--- src/rtl/fq_ptr_arbiter.sv ---
// fq_ptr_arbiter
// Shares one free-pointer queue (10-bit buffer pointers, 511 entries) between NUM_ALLOC
// allocating requesters and NUM_REL releasing requesters. Each path uses its own round-robin
// arbiter. At most one pop (FQ_rd) and one push (FQ_wr) happen per cycle, and both may happen
// in the same cycle. The block also counts outstanding pointers and flags releases that arrive
// when no pointer is outstanding.
//
// Ports
//   clk            system clock
//   rstn           synchronous reset, active low
//   alloc_req      level allocation requests, held until the matching alloc_gnt bit is seen
//   alloc_gnt      one-hot, 1-cycle grant pulse (registered)
//   alloc_ptr      granted pointer, valid while alloc_gnt != 0
//   rel_req        level release requests, held until the matching rel_ack bit is seen
//   rel_ptr        release pointer of requester i on bits [10*i+9:10*i]
//   rel_ack        one-hot, 1-cycle accept pulse (registered)
//   FQ_act         free queue initialised and accepting traffic
//   ptr_fifo_empty free queue empty
//   ptr_dout_s     free queue head (first-word-fall-through)
//   FQ_rd          pop free queue (combinational)
//   FQ_wr          push to free queue (registered)
//   ptr_din        pushed pointer, [9:0] pointer, [15:10] zero
//   out_cnt        pointers allocated and not yet released
//   fq_ready       FQ_act & !ptr_fifo_empty
//   rel_err        sticky, set when a release is accepted while out_cnt == 0

module fq_ptr_arbiter #(
  parameter int unsigned NUM_ALLOC = 4,
  parameter int unsigned NUM_REL   = 4
) (
  input  logic                    clk,
  input  logic                    rstn,
  input  logic [NUM_ALLOC-1:0]    alloc_req,
  output logic [NUM_ALLOC-1:0]    alloc_gnt,
  output logic [9:0]              alloc_ptr,
  input  logic [NUM_REL-1:0]      rel_req,
  input  logic [10*NUM_REL-1:0]   rel_ptr,
  output logic [NUM_REL-1:0]      rel_ack,
  input  logic                    FQ_act,
  input  logic                    ptr_fifo_empty,
  input  logic [9:0]              ptr_dout_s,
  output logic                    FQ_rd,
  output logic                    FQ_wr,
  output logic [15:0]             ptr_din,
  output logic [9:0]              out_cnt,
  output logic                    fq_ready,
  output logic                    rel_err
);

  localparam int unsigned AW = (NUM_ALLOC > 1) ? $clog2(NUM_ALLOC) : 1;
  localparam int unsigned RW = (NUM_REL > 1) ? $clog2(NUM_REL) : 1;
  localparam logic [9:0]  CntMax = 10'd511;

  typedef enum logic [0:0] {StWaitInit, StRun} state_e;

  state_e         state_q;
  logic [AW-1:0]  alloc_rr_q;
  logic [RW-1:0]  rel_rr_q;

  logic [NUM_ALLOC-1:0] req_m;
  logic [NUM_REL-1:0]   rel_m;
  logic                 run;
  logic                 rel_fire;
  logic [AW-1:0]        alloc_win;
  logic [RW-1:0]        rel_win;
  int unsigned          a_idx;
  int unsigned          r_idx;
  logic [9:0]           rel_sel;
  logic [AW-1:0]        alloc_rr_next;
  logic [RW-1:0]        rel_rr_next;
  logic [NUM_ALLOC-1:0] alloc_onehot;
  logic [NUM_REL-1:0]   rel_onehot;

  assign run      = (state_q == StRun);
  // The requester granted last cycle still shows its request; mask it so it is not granted twice.
  assign req_m    = alloc_req & ~alloc_gnt;
  assign rel_m    = rel_req & ~rel_ack;
  assign FQ_rd    = run & ~ptr_fifo_empty & (|req_m);
  assign rel_fire = run & (|rel_m);
  assign fq_ready = FQ_act & ~ptr_fifo_empty;

  // Round-robin pick: scan from the highest offset down so the lowest offset from the pointer
  // is the last assignment and therefore wins.
  always_comb begin
    alloc_win = '0;
    a_idx     = 0;
    for (int k = NUM_ALLOC - 1; k >= 0; k--) begin
      a_idx = (32'(alloc_rr_q) + 32'(k)) % NUM_ALLOC;
      if (req_m[a_idx[AW-1:0]]) alloc_win = a_idx[AW-1:0];
    end
  end

  always_comb begin
    rel_win = '0;
    r_idx   = 0;
    for (int k = NUM_REL - 1; k >= 0; k--) begin
      r_idx = (32'(rel_rr_q) + 32'(k)) % NUM_REL;
      if (rel_m[r_idx[RW-1:0]]) rel_win = r_idx[RW-1:0];
    end
  end

  always_comb begin
    rel_sel = '0;
    for (int i = 0; i < NUM_REL; i++) begin
      if (rel_win == RW'(i)) rel_sel = rel_ptr[10*i +: 10];
    end
  end

  always_comb begin
    alloc_onehot            = '0;
    alloc_onehot[alloc_win] = 1'b1;
    rel_onehot              = '0;
    rel_onehot[rel_win]     = 1'b1;
    alloc_rr_next = (alloc_win == AW'(NUM_ALLOC - 1)) ? '0 : alloc_win + AW'(1);
    rel_rr_next   = (rel_win == RW'(NUM_REL - 1)) ? '0 : rel_win + RW'(1);
  end

  always_ff @(posedge clk) begin
    if (!rstn) begin
      state_q    <= StWaitInit;
      alloc_rr_q <= '0;
      rel_rr_q   <= '0;
      alloc_gnt  <= '0;
      alloc_ptr  <= '0;
      rel_ack    <= '0;
      FQ_wr      <= 1'b0;
      ptr_din    <= '0;
      out_cnt    <= '0;
      rel_err    <= 1'b0;
    end else begin
      unique case (state_q)
        StWaitInit: begin
          // Releases are held off here; requesters keep rel_req asserted until acked.
          alloc_gnt <= '0;
          rel_ack   <= '0;
          FQ_wr     <= 1'b0;
          if (FQ_act) state_q <= StRun;
        end
        StRun: begin
          if (FQ_rd) begin
            alloc_gnt  <= alloc_onehot;
            alloc_ptr  <= ptr_dout_s;
            alloc_rr_q <= alloc_rr_next;
          end else begin
            alloc_gnt <= '0;
          end

          if (rel_fire) begin
            rel_ack  <= rel_onehot;
            FQ_wr    <= 1'b1;
            ptr_din  <= {6'b0, rel_sel};
            rel_rr_q <= rel_rr_next;
          end else begin
            rel_ack <= '0;
            FQ_wr   <= 1'b0;
          end

          // A grant and an ack in the same cycle cancel out.
          if (FQ_rd && !rel_fire) begin
            if (out_cnt != CntMax) out_cnt <= out_cnt + 10'd1;
          end else if (rel_fire && !FQ_rd) begin
            if (out_cnt == 10'd0) rel_err <= 1'b1;
            else                  out_cnt <= out_cnt - 10'd1;
          end
        end
        default: state_q <= StWaitInit;
      endcase
    end
  end

endmodule
--- config.mk ---
export PLATFORM = sky130hd
export DESIGN_NAME = fq_ptr_arbiter
export DESIGN_NICKNAME = d
export VERILOG_FILES = /design/src/rtl/fq_ptr_arbiter.sv
export SDC_FILE = /design/constraint.sdc
export NUM_CORES = 1
export LEC_CHECK = 0
export CAP_MARGIN = 0
export CORE_ASPECT_RATIO = 1.1
export CORE_MARGIN = 2
export CORE_UTILIZATION = 36
export CTS_BUF_LIST = sky130_fd_sc_hd__clkbuf_4
export DETAILED_ROUTE_END_ITERATION = 7
export GPL_TIMING_DRIVEN = 1
export PLACE_DENSITY = 0.69
export SYNTH_ARGS = -nofsm -noshare
export SYNTH_HDL_FRONTEND = slang
export SYNTH_SLANG_ARGS = --single-unit
--- constraint.sdc ---
create_clock -name clk -period 5.11 [get_ports clk]
set_input_delay 1.2775 -clock clk [delete_from_list [all_inputs] [get_ports clk]]
set_output_delay 1.2775 -clock clk [all_outputs]
set_load 0.005 [all_outputs]
Word-level counts from Yosys, hierarchy flattened
Index checks and enable logic that the tools add are counted.
{"block": "totals", "word_cells": 111, "out_inout_bits": 48, "ff_bits": 45}
{"block": "op_classes", "mux": 46, "addsub": 10, "n_lt_le_gt_ge": 12, "bitwise": 11, "reduce_logical": 15, "n_eq_ne": 7}
{"cell": "2-to-1 mux 10 bit", "n": 8}
{"cell": "< comparator 2 x 3 -> 1 bit, second input constant", "n": 10}
{"cell": "2-to-1 mux 2 bit", "n": 10}
{"cell": "binary-select mux 1 bit (select 2 bit)", "n": 8}
{"cell": "one-hot mux 4 bit (2 select lines)", "n": 2}
{"cell": "2-to-1 mux 1 bit", "n": 13}
{"cell": "adder 10 x 1 -> 10 bit, second input constant", "n": 1}
{"cell": "zero test 10 bit", "n": 1}
{"cell": "inequality test 10 x 9 -> 1 bit, second input constant", "n": 1}
{"cell": "subtractor 10 x 1 -> 10 bit, second input constant", "n": 1}
{"cell": "adder 2 x 1 -> 2 bit, second input constant", "n": 4}
{"cell": "adder 2 bit, second input constant", "n": 4}
{"cell": "bitwise AND 4 bit", "n": 2}
{"cell": "2-to-1 mux 4 bit", "n": 2}
{"cell": "inverter 4 bit", "n": 2}
{"cell": "AND reduction 4 bit", "n": 2}
{"cell": "OR reduction 4 bit", "n": 2}
{"cell": "== test 2 bit, second input constant", "n": 3}
{"cell": "bitwise AND 1 bit", "n": 4}
{"cell": "demux 1 bit (select 2 bit)", "n": 2}
{"cell": "greater-or-equal comparator 2 x 1 -> 1 bit, second input constant", "n": 2}
{"cell": "logical AND 1 bit", "n": 4}
{"cell": "AND reduction 2 bit", "n": 2}
{"cell": "inverter 1 bit", "n": 3}
{"cell": "other kinds (7)", "n": 8}

Longest topological paths before layout
Gate-level depths: netlist of the first run.
{"block": "logic_depth", "word_depth": 14, "depth_mapped": 13, "depth_no_buf": 11}

Least setup slack after synthesis of the first run
No wires, ideal clock.
{"block": "synth_timing", "kind": "input -> register", "from": "in rel_req[3]", "to": "reg out_cnt[9]", "required_ps": 5038, "path_buffers": 2, "arrival_time_ps": 4105, "path_stages": 13, "path_slack_ps": 933, "path_cell_list": "nor2b_1 > o41a_1 > buf_2 > buf_2 > inv_2 > ha_1 > inv_1 > ha_1 > a211o_1 > a211o_1 > a21o_1 > a211oi_2 > mux2i_1"}
{"block": "synth_via", "elab_chain_len": 7, "word_cells_on_any_way": 11, "classes_between": "eq/ne: 2; mux: 1; bitwise: 2; reduce/logical: 6"}
{"item": "from (decl)", "line_no": "36", "text": "input logic [NUM_REL-1:0] rel_req,"}
{"item": "bitwise AND 4 bit (*)", "line_no": "77", "text": "assign rel_m = rel_req & ~rel_ack;"}
{"item": "OR reduction 4 bit (*)", "line_no": "79", "text": "assign rel_fire = run & (|rel_m);"}
{"item": "bitwise AND 1 bit (*)", "line_no": "79"}
{"item": "zero test 1 bit", "line_no": "159", "text": "if (FQ_rd && !rel_fire) begin"}
{"item": "logical AND 1 bit", "line_no": "159"}
{"item": "inequality test 2 x 1 -> 1 bit (no source line), or another cell as far along"}
{"item": "AND reduction 4 bit (no source line)"}
{"item": "to (signal assigned)", "line_no": "160", "text": "if (out_cnt != CntMax) out_cnt <= out_cnt + 10'd1;"}
{"item": "to (signal assigned)", "line_no": "163", "text": "else out_cnt <= out_cnt - 10'd1;"}
{"item": "to (decl)", "line_no": "45", "text": "output logic [9:0] out_cnt,"}
Every way passes the cells marked *; elsewhere a longest branch is shown, timed or not.
A chain may end at the register's enable or synchronous reset.

Final worst setup path of the first run
{"block": "layout_timing", "from": "in alloc_req[2]", "to": "out FQ_rd"}
{"block": "layout_via", "elab_chain_len": 3}
{"item": "from (decl)", "line_no": "33", "text": "input logic [NUM_ALLOC-1:0] alloc_req,"}
{"item": "bitwise AND 4 bit", "line_no": "76", "text": "assign req_m = alloc_req & ~alloc_gnt;"}
{"item": "OR reduction 4 bit", "line_no": "78", "text": "assign FQ_rd = run & ~ptr_fifo_empty & (|req_m);"}
{"item": "bitwise AND 1 bit", "line_no": "78"}
{"item": "to (decl)", "line_no": "42", "text": "output logic FQ_rd,"}
Every way passes these cells.

==> flow_summary_export.csv, run 1 <==
group,metric,value,unit
timing,worst_pin_slew,0.812,ns
detailed_routing,avgRoutedWirePerCell,14.3,um
global_routing,grt_overflow_total,0,
clocking,cts_resized,0,
timing,slew_viol_final,0,
timing,fmax,227,MHz
clocking,ctsHtreeMaxLevel,2,
clocking,cts.clk_slew.worst_paths,0.15,ns
layout,area_growth,40.9,%
job,drv_cap,0,
logic_synthesis,post-synth-top-area-fraction,33.0,%
setup_path,cp-start-kind,"input pin",
setup_path,path_class,"in2out",
layout,num_antenna_cells,0,
floorplan,placementRows,33,
detailed_routing,vias,2626,
logic_synthesis,async_reset_ff_share,0,%
floorplan,start_util,37.0,%
logic_synthesis,synth-edff-count,0,
logic_synthesis,yosysTopAreaCell,"dfxtp_1",
layout,multi_input_area,0.00169,sq mm
logic_synthesis,seq_area_frac_synth,33.0,%
logic_synthesis,yosys-top-cells-area,"dfxtp_1 33%, ha_1 8.2%, a21oi_1 6.2%",
timing,setup_viol,0,
floorplan,dieArea,0.00830,sq mm
logic_synthesis,syn_area_per_cell,8.43,sq um
setup_path,crit_arrival,3.12,ns
logic_synthesis,synth_seq_cells,45,
timing,slew_headroom,45.8,%
logic_synthesis,synth_flop_cell,"dfxtp_1",
global_routing,antenna_found_initial,0,
pwr,finalPower,987,uW
floorplan,core-area,0.00739,sq mm
logic_synthesis,yosysMostFrequentCell,"dfxtp_1",
timing,clock_skew,0.0217,ns
detailed_routing,wl,7260,um
hold_path,hold_class,"reg2reg",
layout,fillers,711,
placement,io_buffers,103,
logic_synthesis,yosysWarnings,0,
detailed_routing,ant_nets,0,
global_routing,grt_pass1_wl,11700,um
clocking,clock-sinks,45,
setup_path,crit_fanout,19,
status,status,"finished clean",
placement,dp_hpwl,5530,um
logic_synthesis,synth_cell_type_count,50,
layout,final_area,0.00385,sq mm
detailed_routing,drtIter0Drc,73,
pwr,irDropWorstVdd,89.9,uV
clocking,tritoncts,"yes",
clocking,post_cts_buffers,0,
placement,dpl_cell_area,0.00379,sq mm
timing,finalCritPeriodShare,86.1,%
timing,period_needed,4.40,ns
clocking,cts_root_buf,"clkbuf_4",
clocking,ctsLongestPathBuffers,2,
floorplan,ios,110,
clocking,postCtsHoldBufs,0,
pwr,powerDensity,256,mW/mm^2
detailed_routing,dr.pass1.iters,4,
setup_path,end_kind,"output port",
layout,finalNetCount,500,
pwr,static-leakage-power,0.00154,uW
timing,hold_viol_final,0,
detailed_routing,viasPerCell,5.18,
detailed_routing,drc,0,
logic_synthesis,syn_inst,324,
clocking,numCtsBuffers,5,
placement,place_congestion,0.910,
layout,seq_area,901,sq um
timing,rsz0062_at_grt,"false",
timing,tns,0,ns
setup_path,crit_required,3.83,ns
global_routing,grt_max_degree,29,
floorplan,die_y,95.4,um
global_routing,grt_usage,17.5,%
layout,drive_above_1_share,5.24,%
logic_synthesis,synth_commonest_cells,"45 x dfxtp_1, 34 x a21oi_1, 34 x nand2_1",
floorplan,die_x,87.1,um
logic_synthesis,syn_area,0.00273,sq mm
clocking,clock_latency,0.37,ns
global_routing,grt_pass1_vias,2539,
## placed cells by master, fill, tap and decap left out, types with 3 or more instances in the layout
cell type	count
a211o_1	3
a211oi_1	5
a21oi_1	34
and3_1	8
buf_4	3
clkbuf_4	5
clkdlybuf4s50_1	103
conb_1	6
dfxtp_1	45
ha_1	18
inv_1	9
mux2i_1	16
nand2_1	34
nand2b_1	4
nand3b_1	11
nor2_1	32
nor2b_1	10
nor3_1	3
nor4_1	3
o211a_1	10
o211ai_1	11
o21a_1	5
o21ai_0	3
or2_2	3
xnor2_1	5
## flip-flops by register name, indices dropped and copies added, names as in the netlist
| register | count |
|---|---|
| FQ_wr | 1 |
| alloc_gnt | 4 |
| alloc_ptr | 10 |
| alloc_rr_q | 2 |
| out_cnt | 10 |
| ptr_din | 10 |
| rel_ack | 4 |
| rel_err | 1 |
| rel_rr_q | 2 |
| run | 1 |
## critical path, stage by stage
cell	delay (ns)
clkdlybuf4s50_1	0.45
nor2b_1	0.23
nor4_1	0.10
nor3b_2	0.20
buf_4	0.30
clkdlybuf4s50_1	0.56
## metrics by stage
stage / hold slack (ns) / util (%) / cells / setup WS, ns
2_1_floorplan: 0.461 / - / 329 / 0.933
3_3_place_gp: 0.448 / 51.3 / 499 / 0.672
3_5_place_dp: 0.455 / 51.3 / 499 / 0.618
4_1_cts: 0.492 / 52.1 / 507 / 0.694
5_1_grt: 0.534 / 52.1 / 507 / 0.555
6_report: 0.496 / 52.1 / 507 / 0.710
## kinds of logic (layout without fill, tap and decap cells)
family                   Yosys count  in the layout  synth area share, %
AO/OA/AOI/OAI                     84             84                 21.4
XOR/XNOR                           5              5                 1.60
adder cells (fa/ha/maj)           19             19                 8.97
buffers and inverters             33            124                 6.00
flip-flops                        45             45                 33.0
multiplexers                      16             16                 5.86
other                              1              6                0.137
AND/OR/NAND/NOR                  121            121                 23.0
## layer usage
metal  share of wire, %  global-route usage [%]
met1                 43                    21.1
met2                 50                    31.0
met3                4.0                    2.68
met4                2.3                    7.16
met5                  0                       0
## cell type report
cell class,count,share of cell area [%]
timing repair buffer,106,27.4
multi-input combinational,251,43.9
tap,87,2.83
clock buffer,5,0.975
clock inverter,3,0.520
sequential,45,23.4
inverter,10,0.975
## power breakdown
part | switching (uW) | leakage, uW | internal, uW | total [uW]
sequential | 28.0 | 0.000367 | 379 | 407
clock | 126 | 0.0000292 | 53.9 | 180
combinational | 186 | 0.00114 | 215 | 401
## final timing paths
path | startpoint | endpoint | slack [ns] | depth (start not counted)
max reg2reg | alloc_gnt[0] | out_cnt[9] | 1.93 | 11
min | rel_err | rel_err | 0.50 | 2
min reg2reg | rel_err | rel_err | 0.50 | 2
max | alloc_req[2] | FQ_rd | 0.71 | 6
(Power assumes the default switching activity.)
==> run 2, diff against run 1 <==
--- a/config.mk
+++ b/config.mk
@@ -5,6 +5,7 @@
 export SDC_FILE = /design/constraint.sdc
 export NUM_CORES = 1
 export LEC_CHECK = 0
+export ABC_AREA = 1
 export CAP_MARGIN = 0
 export CORE_ASPECT_RATIO = 1.1
 export CORE_MARGIN = 2
@@ -12,7 +13,7 @@
 export CTS_BUF_LIST = sky130_fd_sc_hd__clkbuf_4
 export DETAILED_ROUTE_END_ITERATION = 7
 export GPL_TIMING_DRIVEN = 1
-export PLACE_DENSITY = 0.69
+export PLACE_DENSITY = 0.67
 export SYNTH_ARGS = -nofsm -noshare
 export SYNTH_HDL_FRONTEND = slang
 export SYNTH_SLANG_ARGS = --single-unit
==> run 2 against run 1 <==
  * First-iteration DRC count rose by 30%
  * Sequential cell count is the same
  * Clock-buffer cell count did not move
  * Clock power grew 52%
  * Sequential share of layout area is 1.3 points lower
  * Register-to-register slack better by 0.22 ns
  * Global-route usage grew 0.43 points
  * Critical path type unchanged
  * Largest cell class unchanged
==> flow_summary_export.csv, run 2 <==
group,metric,value,unit
timing,fin_ws,0.871,ns
status,status,"finished clean",
layout,final_common_cell,"clkdlybuf4s50_1",
detailed_routing,drtIter0Drc,95,
setup_path,cp_top_family,"buffers and inverters",
placement,place_congestion,0.848,
logic_synthesis,yosysMostFrequentCell,"nand2_1",
global_routing,grt_overflow_total,0,
timing,rsz0062_at_grt,"false",
setup_path,cp.buffers_inverters,4,
detailed_routing,dr.pass1.iters,4,
placement,io_buffers,103,
setup_path,r2r_slack,2.15,ns
setup_path,end_kind,"output port",
hold_path,hold_class,"reg2reg",
setup_path,r2r_end,"out_cnt[8]",
setup_path,crit_arrival,2.96,ns
logic_synthesis,yosys-top-cells-area,"dfxtp_1 31%, nand2_1 12%, a21oi_1 9.1%",
floorplan,die_y,98.6,um
clocking,cts_resized,0,
logic_synthesis,syn_inst,438,
logic_synthesis,yosysWarnings,0,
setup_path,slowest_stage,"clkdlybuf4s50_1",
hold_path,min_from,"rel_err",
timing,setup_viol,0,
global_routing,grt_usage,18.0,%
detailed_routing,ant_nets,0,
detailed_routing,wl,7950,um
floorplan,start_util,37.0,%
clocking,cts.clk_slew.worst_paths,0.15,ns
timing,worst_pin_slew,1.04,ns
clocking,clock-sinks,45,
global_routing,grt_max_degree,35,
layout,finalNetCount,613,
timing,period_needed,4.24,ns
clocking,ctsHtreeMaxLevel,2,
logic_synthesis,async_reset_ff_share,0,%
layout,area_growth,39.2,%
timing,fmax,236,MHz
setup_path,path_cells,"clkdlybuf4s50_1 -> inv_1 -> nor2_2 -> inv_1 -> nand4_1 -> nand2_1 -> nor2_4 -> clkdlybuf4s50_1",
timing,finalCritPeriodShare,83.0,%
placement,dp_hpwl,6260,um
layout,layout_common_cells,"103 x clkdlybuf4s50_1, 94 x nand2_1, 57 x inv_1",
floorplan,dieArea,0.00888,sq mm
setup_path,crit_fanout,15,
logic_synthesis,synth_flop_cell,"dfxtp_1",
logic_synthesis,syn_area_per_cell,6.69,sq um
clocking,tritoncts,"yes",
timing,slew_headroom,30.3,%
setup_path,reg2reg_from,"rel_ack[1]",
detailed_routing,drc,0,
logic_synthesis,synth_cell_type_count,33,
timing,slew_viol_final,0,
global_routing,grt_pass1_vias,2982,
clocking,post_cts_buffers,0,
logic_synthesis,synth_commonest_cells,"94 x nand2_1, 57 x inv_1, 53 x a21oi_1",
setup_path,startpoint,"alloc_req[1]",
hold_path,min_to,"rel_err",
global_routing,grt_pass1_wl,13300,um
logic_synthesis,yosysTopAreaCell,"dfxtp_1",
job,drv_cap,0,
clocking,postCtsHoldBufs,0,
floorplan,placementRows,34,
logic_synthesis,synth-edff-count,0,
detailed_routing,vias,3061,
detailed_routing,viasPerCell,4.78,
global_routing,antenna_found_initial,0,
clocking,numCtsBuffers,5,
floorplan,core-area,0.00791,sq mm
logic_synthesis,syn_area,0.00293,sq mm
logic_synthesis,synth_seq_cells,45,
timing,hold_viol_final,0,
clocking,cts_root_buf,"clkbuf_4",
layout,num_antenna_cells,0,
clocking,ctsLongestPathBuffers,2,
setup_path,max_stage_delay,0.56,ns
layout,top_regs,"alloc_ptr (10), out_cnt (10), ptr_din (10)",
pwr,powerDensity,294,mW/mm^2
timing,tns,0,ns
setup_path,path_class,"in2out",
pwr,irDropWorstVdd,170,uV
layout,drive_above_1_share,4.32,%
timing,clock_skew,0.0225,ns
floorplan,die_x,90.0,um
setup_path,cp-start-kind,"input pin",
setup_path,reg2reg_depth,15,
floorplan,ios,110,
detailed_routing,avgRoutedWirePerCell,12.4,um
clocking,clock_latency,0.36,ns
setup_path,crit_required,3.83,ns
placement,pre_cts_ws,0.732,ns
hold_path,holdPathStages,2,
logic_synthesis,post-synth-top-area-fraction,30.7,%
logic_synthesis,seq_area_frac_synth,30.7,%
pwr,static-leakage-power,0.00183,uW
==> run 2: changes by cell type in the layout (fill, tap and decap cells not counted), sizes merged, moves of 5 or more <==
cell and change:
o21a -6, a21oi +20, o21ai +35, nand3b -11, nor2b -10, and3 -9, a211oi -6, inv +51
xor2 +5, nor2 +15, nand2 +61, mux2i -16, o211a -10, nand3 +24
==> run 2: area by class of cell <==
class / count / area (sq um)
fill: 810 / 3830
multi-input combinational: 315 / 1670
timing repair buffer: 103 / 1030
sequential: 45 / 901
inverter: 62 / 235
tap: 108 / 135
clock inverter: 3 / 65.1
clock buffer: 5 / 37.5
==> run 2: worst max-delay path by stage <==
| stage | endpoint | slack (ns) | depth (start not counted) |
|---|---|---|---|
| floorplan | out_cnt[6] | 1.77 | 14 |
| global placement | out_cnt[5] | 0.77 | 14 |
| global route | FQ_rd | 0.72 | 8 |
| finish | FQ_rd | 0.87 | 8 |
| CTS | FQ_rd | 0.85 | 8 |
| detailed placement | out_cnt[8] | 0.73 | 14 |
==> run 2: kinds of logic (layout without fill, tap and decap cells) <==
family,count (synthesis),after routing,share of synthesized area (%)
AO/OA/AOI/OAI,107,107,20.1
XOR/XNOR,10,10,2.99
adder cells (fa/ha/maj),19,19,8.37
buffers and inverters,83,173,12.8
flip-flops,45,45,30.7
other,1,6,0.128
AND/OR/NAND/NOR,173,173,24.9
==> run 2: metal layers <==
layer	vias to the layer above	track usage (%)	wire (um)	part of all wire, %
met3	13	3.44	331	4.2
met1	1393	21.3	3390	43
met4	0	5.92	166	2.1
li1	1585	-	-	-
met2	70	32.7	4060	51
met5	-	0	0	0
==> run 2: tightest hold or removal path: stages, from the launching register on <==
cell and delay (ns):
dfxtp_1 0.34, inv_1 0.05, a21oi_1 0.05
==> run 2: through the flow <==
stage | instances | instance area (sq um) | total power (uW) | utilization (%) | hold WS (ns)
finish | 641 | 4080 | 1200 | 51.5 | 0.462
global route | 641 | 4080 | 1290 | 51.5 | 0.490
floorplan | 443 | 2950 | 758 | - | 0.447
global placement | 633 | 3980 | 923 | 50.2 | 0.437
CTS | 641 | 4080 | 1210 | 51.5 | 0.464
detailed placement | 633 | 3980 | 933 | 50.2 | 0.443
==> run 2: power breakdown <==
group | switching (uW) | internal, uW
registers | 30.8 | 383
clock network | 122 | 152
logic | 279 | 232
